==> config.mk <==
export PLATFORM = sky130hd
export DESIGN_NAME = lift_call_scheduler
export DESIGN_NICKNAME = d
export VERILOG_FILES = /design/src/rtl/lift_call_scheduler.sv
export SDC_FILE = /design/constraint.sdc
export NUM_CORES = 1
export LEC_CHECK = 0
export ABC_AREA = 1
export CORE_AREA = 2 2 66 68
export CTS_BUF_LIST = sky130_fd_sc_hd__clkbuf_4 sky130_fd_sc_hd__clkbuf_8 sky130_fd_sc_hd__clkbuf_16
export DETAILED_ROUTE_END_ITERATION = 8
export DIE_AREA = 0 0 68 70
export GPL_TIMING_DRIVEN = 0
export PLACE_DENSITY_LB_ADDON = 0.15
export SLEW_MARGIN = 25
export SYNTH_ARGS = -nofsm -noshare
export SYNTH_HDL_FRONTEND = slang
export SYNTH_SLANG_ARGS = --single-unit
==> constraint.sdc <==
create_clock -name clk -period 2.5 [get_ports clk]
set_input_delay 0.375 -clock clk [delete_from_list [all_inputs] [get_ports clk]]
set_output_delay 0.375 -clock clk [all_outputs]
set_load 0.02 [all_outputs]
==> src/rtl/lift_call_scheduler.sv <==
// lift_call_scheduler
//   Upstream stage of the lift controller. It synchronises the raw floor-call
//   buttons for floors A..D and latches each call into a pending set. It issues
//   one one-hot request at a time under a directional nearest-call policy. It
//   also times the door-open dwell at each served floor and then retires the call.
//
// Ports
//   clk            system clock, rising edge
//   rst            asynchronous active-high reset
//   btn_a..btn_d   raw asynchronous call buttons (level)
//   floor[2:0]     lift state code: 0=A 1=B-up 2=B-down 3=C-up 4=C-down 5=D, 6/7 invalid
//   ra..rd         registered one-hot request to the lift
//   pending[3:0]   registered latched calls, bit0=A .. bit3=D
//   door_open      registered door-open indicator
module lift_call_scheduler #(
  parameter int DOOR_CYCLES = 8,
  parameter int DOOR_W      = 8
) (
  input  logic       clk,
  input  logic       rst,
  input  logic       btn_a,
  input  logic       btn_b,
  input  logic       btn_c,
  input  logic       btn_d,
  input  logic [2:0] floor,
  output logic       ra,
  output logic       rb,
  output logic       rc,
  output logic       rd,
  output logic [3:0] pending,
  output logic       door_open
);

  typedef enum logic [1:0] {IDLE, SERVE, DOOR} state_t;

  localparam logic [DOOR_W-1:0] LP_CNT_LOAD = DOOR_W'(DOOR_CYCLES - 1);

  state_t              r_state;
  logic [3:0]          r_s1, r_s2, r_s3;
  logic [3:0]          r_pending;
  logic [3:0]          r_req;
  logic                r_door;
  logic                r_dir_up;
  logic [1:0]          r_target;
  logic [DOOR_W-1:0]   r_cnt;

  logic [3:0]          w_rise;
  logic [3:0]          w_clr;
  logic                w_cur_vld;
  logic [1:0]          w_cur;
  logic [1:0]          w_sel;

  function automatic logic [3:0] onehot(input logic [1:0] idx);
    onehot = 4'b0001 << idx;
  endfunction

  // Directional nearest-call choice. Only used when pending[cur] is clear and
  // pending is nonzero, so at least one of the two candidates exists.
  function automatic logic [1:0] pick(input logic [3:0] p, input logic [1:0] cur,
                                      input logic up);
    logic [1:0] above, below;
    logic       has_above, has_below;
    above     = 2'd0;
    below     = 2'd0;
    has_above = 1'b0;
    has_below = 1'b0;
    // Descending scan leaves the smallest index above cur.
    for (int k = 3; k >= 0; k--) begin
      if (p[k] && (2'(k) > cur)) begin
        above     = 2'(k);
        has_above = 1'b1;
      end
    end
    // Ascending scan leaves the largest index below cur.
    for (int k = 0; k < 4; k++) begin
      if (p[k] && (2'(k) < cur)) begin
        below     = 2'(k);
        has_below = 1'b1;
      end
    end
    if (up) pick = has_above ? above : below;
    else    pick = has_below ? below : above;
  endfunction

  always_comb begin
    w_cur_vld = 1'b1;
    w_cur     = 2'd0;
    case (floor)
      3'd0:       w_cur = 2'd0;
      3'd1, 3'd2: w_cur = 2'd1;
      3'd3, 3'd4: w_cur = 2'd2;
      3'd5:       w_cur = 2'd3;
      default:    w_cur_vld = 1'b0;
    endcase
  end

  assign w_rise = r_s2 & ~r_s3;
  assign w_sel  = pick(r_pending, w_cur, r_dir_up);
  // Retire the served call on the edge that ends the dwell; this also swallows
  // a coincident new call for the same floor.
  assign w_clr  = ((r_state == DOOR) && (r_cnt == '0)) ? onehot(r_target) : 4'b0000;

  always_ff @(posedge clk or posedge rst) begin
    if (rst) begin
      r_s1      <= '0;
      r_s2      <= '0;
      r_s3      <= '0;
      r_pending <= '0;
    end else begin
      r_s1      <= {btn_d, btn_c, btn_b, btn_a};
      r_s2      <= r_s1;
      r_s3      <= r_s2;
      r_pending <= (r_pending | w_rise) & ~w_clr;
    end
  end

  always_ff @(posedge clk or posedge rst) begin
    if (rst) begin
      r_state  <= IDLE;
      r_req    <= '0;
      r_door   <= 1'b0;
      r_dir_up <= 1'b1;
      r_target <= 2'd0;
      r_cnt    <= '0;
    end else begin
      case (r_state)
        IDLE: begin
          if (w_cur_vld && (r_pending != 4'b0000)) begin
            if (r_pending[w_cur]) begin
              r_state  <= DOOR;
              r_target <= w_cur;
              r_req    <= onehot(w_cur);
              r_cnt    <= LP_CNT_LOAD;
              r_door   <= 1'b1;
            end else begin
              r_state  <= SERVE;
              r_target <= w_sel;
              r_req    <= onehot(w_sel);
              r_dir_up <= (w_sel > w_cur);
            end
          end
        end
        SERVE: begin
          if (w_cur_vld && (w_cur == r_target)) begin
            r_state <= DOOR;
            r_cnt   <= LP_CNT_LOAD;
            r_door  <= 1'b1;
          end
        end
        DOOR: begin
          if (r_cnt == '0) begin
            r_state <= IDLE;
            r_door  <= 1'b0;
            r_req   <= '0;
          end else begin
            r_cnt <= r_cnt - 1'b1;
          end
        end
        default: r_state <= IDLE;
      endcase
    end
  end

  assign {rd, rc, rb, ra} = r_req;
  assign pending          = r_pending;
  assign door_open        = r_door;

endmodule
==> impl_metrics.toml <==
[run_status]
outcome = "finished clean"

[logic_synthesis]
syn-num-nets = 229
synth.avg_cell_area_um2 = 8.00
yosysTopAreaCell = "dfrtp_1"
netlist.area_leader.share = 0.476
ys_seq_area_frac = 0.491
ys_types = 26
synth_area_leaders = "dfrtp_1 48%, nand2_1 15%, inv_1 7.6%, nor2_1 4.1%, xor2_1 4.0%"
ys_seq_elements = 34
syn-cell-area_mm2 = 0.00174
syn_inst = 217
ys_warn_count = 0

[critical_path]
worstSetupEndpointType = "flip-flop"
crit_type = "input pin to flip-flop"
cpPeakStageDelay_ps = 510
crit_family = "simple AND/OR/NAND/NOR gates"
cp_common_cell = "nand2_1"
r2r_start = "pending[2]"
path_cells = "clkdlybuf4s50_1 -> inv_1 -> nand3_1 -> nand3_4 -> clkinv_4 -> nand3_1 -> nand2_1 -> inv_1 -> nand2_1 -> nand2_1 -> ha_1 -> nand2_1 -> nand2_1 -> nand2_1 -> nand3_1 -> nand2_1"
slowest_stage = "clkdlybuf4s50_1"
start_kind = "input pin"
worstPathArrival_ps = 2260
critPathRequiredTime_ps = 2730
cp_max_fo = 7
worstSetupStartpoint = "floor[0]"
path_buf_inv = 4

[sta]
whs_ps = 352
period_share = 0.810
rsz0062_at_grt = "false"
hold_violations = 0
fin_skew_ps = 9.63
setup_viol = 0
relSlewSlack = 0.537
fmax_ghz = 0.494
worst_slew_pin_slew_ps = 694
tns_ps = 0
period_needed_ps = 2020
finalMaxSlewViolations = 0

[clock_tree]
postCtsSetupBuffers = 0
htree_levels = 2
cts_resized = 0
clock-root-buffer = "clkbuf_8"
cts_tree = "yes"
cts_buffers = 5
hold_buffers = 0
clockBufferDepth = 2
cts.sinks = 34
cts.clk_slew.worst_paths_ps = 80
clock_latency_ps = 290

[grt]
globalRouteOverflowTotal = 0
grt_pass1_vias = 1344
grtUsageTotal = 0.158
grt_max_degree = 35
antenna_found_initial = 0
grt_pass1_wl_mm = 5.73

[floorplanning]
die_w_um = 68
coreArea_mm2 = 0.00414
io_pins = 18
die_y_um = 70
fp.dieArea_mm2 = 0.00476
start_util = 0.419
rows = 24

[place]
gp_congestion = 0.774
port_buffers = 17
dp_hpwl_mm = 2.25

[layout]
final_cell_mix = "68 x nand2_1, 34 x inv_1, 33 x dfrtp_1"
layout.nets = 253
final_util = 0.509
fill_cells = 414
regArea_um2 = 852
multi_input_area_um2 = 722
area.growth.synth_to_final_pct = 21.5
layout_commonest_cell = "nand2_1"
layout-drive-gt1-share = 0.0950
antennaDiodeCount = 0

[route]
wl_per_cell_um = 10.3
drt_iter0_drc = 50
antenna_left = 0
drc = 0
dr.pass1.iters = 3
via_per_inst = 4.52
drt_wl_total_mm = 3.04
routed-via-count = 1329

[power_and_ir_drop]
p_leak_nw = 1.11
peakVddDrop_v = 0.000555
powerDensity_mw_per_mm2 = 1160

[hold_path]
min_from = "r_s1[2]"
min_path_type = "flip-flop to flip-flop"

[flow_run]
drv_cap = 0
-- power by group --
part | switching, W | internal (W)
registers | 0.000132 | 0.000712
logic | 0.000602 | 0.000393
clock network | 0.000204 | 0.000399
total | 0.000938 | 0.00151
-- routing by layer --
layer	vias to the layer above	wire [um]	global-route usage	share of wire
met1	601	1460	0.196	0.48
met2	12	1470	0.256	0.48
met4	0	29	0.0667	0.0096
li1	714	-	-	-
met3	2	76	0.0386	0.025
met5	-	0	0	0
-- flip-flops by register name (all words and copies together) (netlist names) --
register   count
r_target       2
pending        4
r_state        2
r_s1           4
r_s2           4
r_s3           4
r_req          4
door_open      1
r_dir_up       1
r_cnt          8
-- synth_stat cells --
| cell type | instances |
|---|---|
| clkinv_4 | 1 |
| nand2_1 | 68 |
| nand2_4 | 1 |
| nand3_4 | 1 |
| or3_1 | 1 |
| inv_1 | 35 |
| nand3_2 | 1 |
| dfrtp_1 | 33 |
| o211ai_2 | 1 |
| nand4_1 | 4 |
| inv_2 | 3 |
| a21oi_1 | 2 |
| o21bai_1 | 1 |
| o21ai_2 | 2 |
| nor2_1 | 19 |
| dfstp_2 | 1 |
| o211ai_1 | 1 |
| o21ai_0 | 9 |
| ha_1 | 3 |
| buf_6 | 1 |
| nand2_2 | 2 |
| o31ai_1 | 4 |
| o21ai_1 | 1 |
| nand3_1 | 12 |
| xor2_1 | 8 |
| nor3_1 | 2 |
-- area by class of cell --
class / instances / share of cell area
Clock buffer: 5 / 0.0326
Inverter: 39 / 0.0718
Buffer: 1 / 0.00534
Sequential cell: 34 / 0.404
Multi-Input combinational cell: 143 / 0.342
Timing Repair Buffer: 17 / 0.0807
Tap cell: 52 / 0.0308
Clock inverter: 3 / 0.0326
-- path summary, 6_finish.rpt --
kind,end,slack (ps),cells past startpoint
worst max-delay path,r_dir_up,480,16
worst min-delay path,r_s2[2],350,0
worst max register to register,r_dir_up,870,13
worst min register to register,r_s2[2],350,0
max in group asynchronous,pending[3],1530,2
min in group asynchronous,r_cnt[1],520,2
-- kinds of logic (layout without fill, tap and decap cells) --
group / after synthesis / after routing / share of synthesized area
adders and majority gates: 3 / 3 / 0.0216
xor gates and xnor gates: 8 / 8 / 0.0403
buffers and inverters: 40 / 65 / 0.0937
AOI/OAI and AO/OA: 21 / 21 / 0.0778
DFF: 34 / 34 / 0.491
and+or+nand+nor: 111 / 111 / 0.276
-- stage by stage --
stage                     setup WS, ps  total power [W]  instances  area, um^2
after floorplan                    869          0.00159        217        1740
after global placement             191          0.00185        286        1970
after detailed placement           177          0.00186        286        1970
after CTS                          473          0.00248        294        2110
after global routing               258          0.00267        294        2110
final                              476          0.00244        294        2110
(Power assumes the default switching activity.)
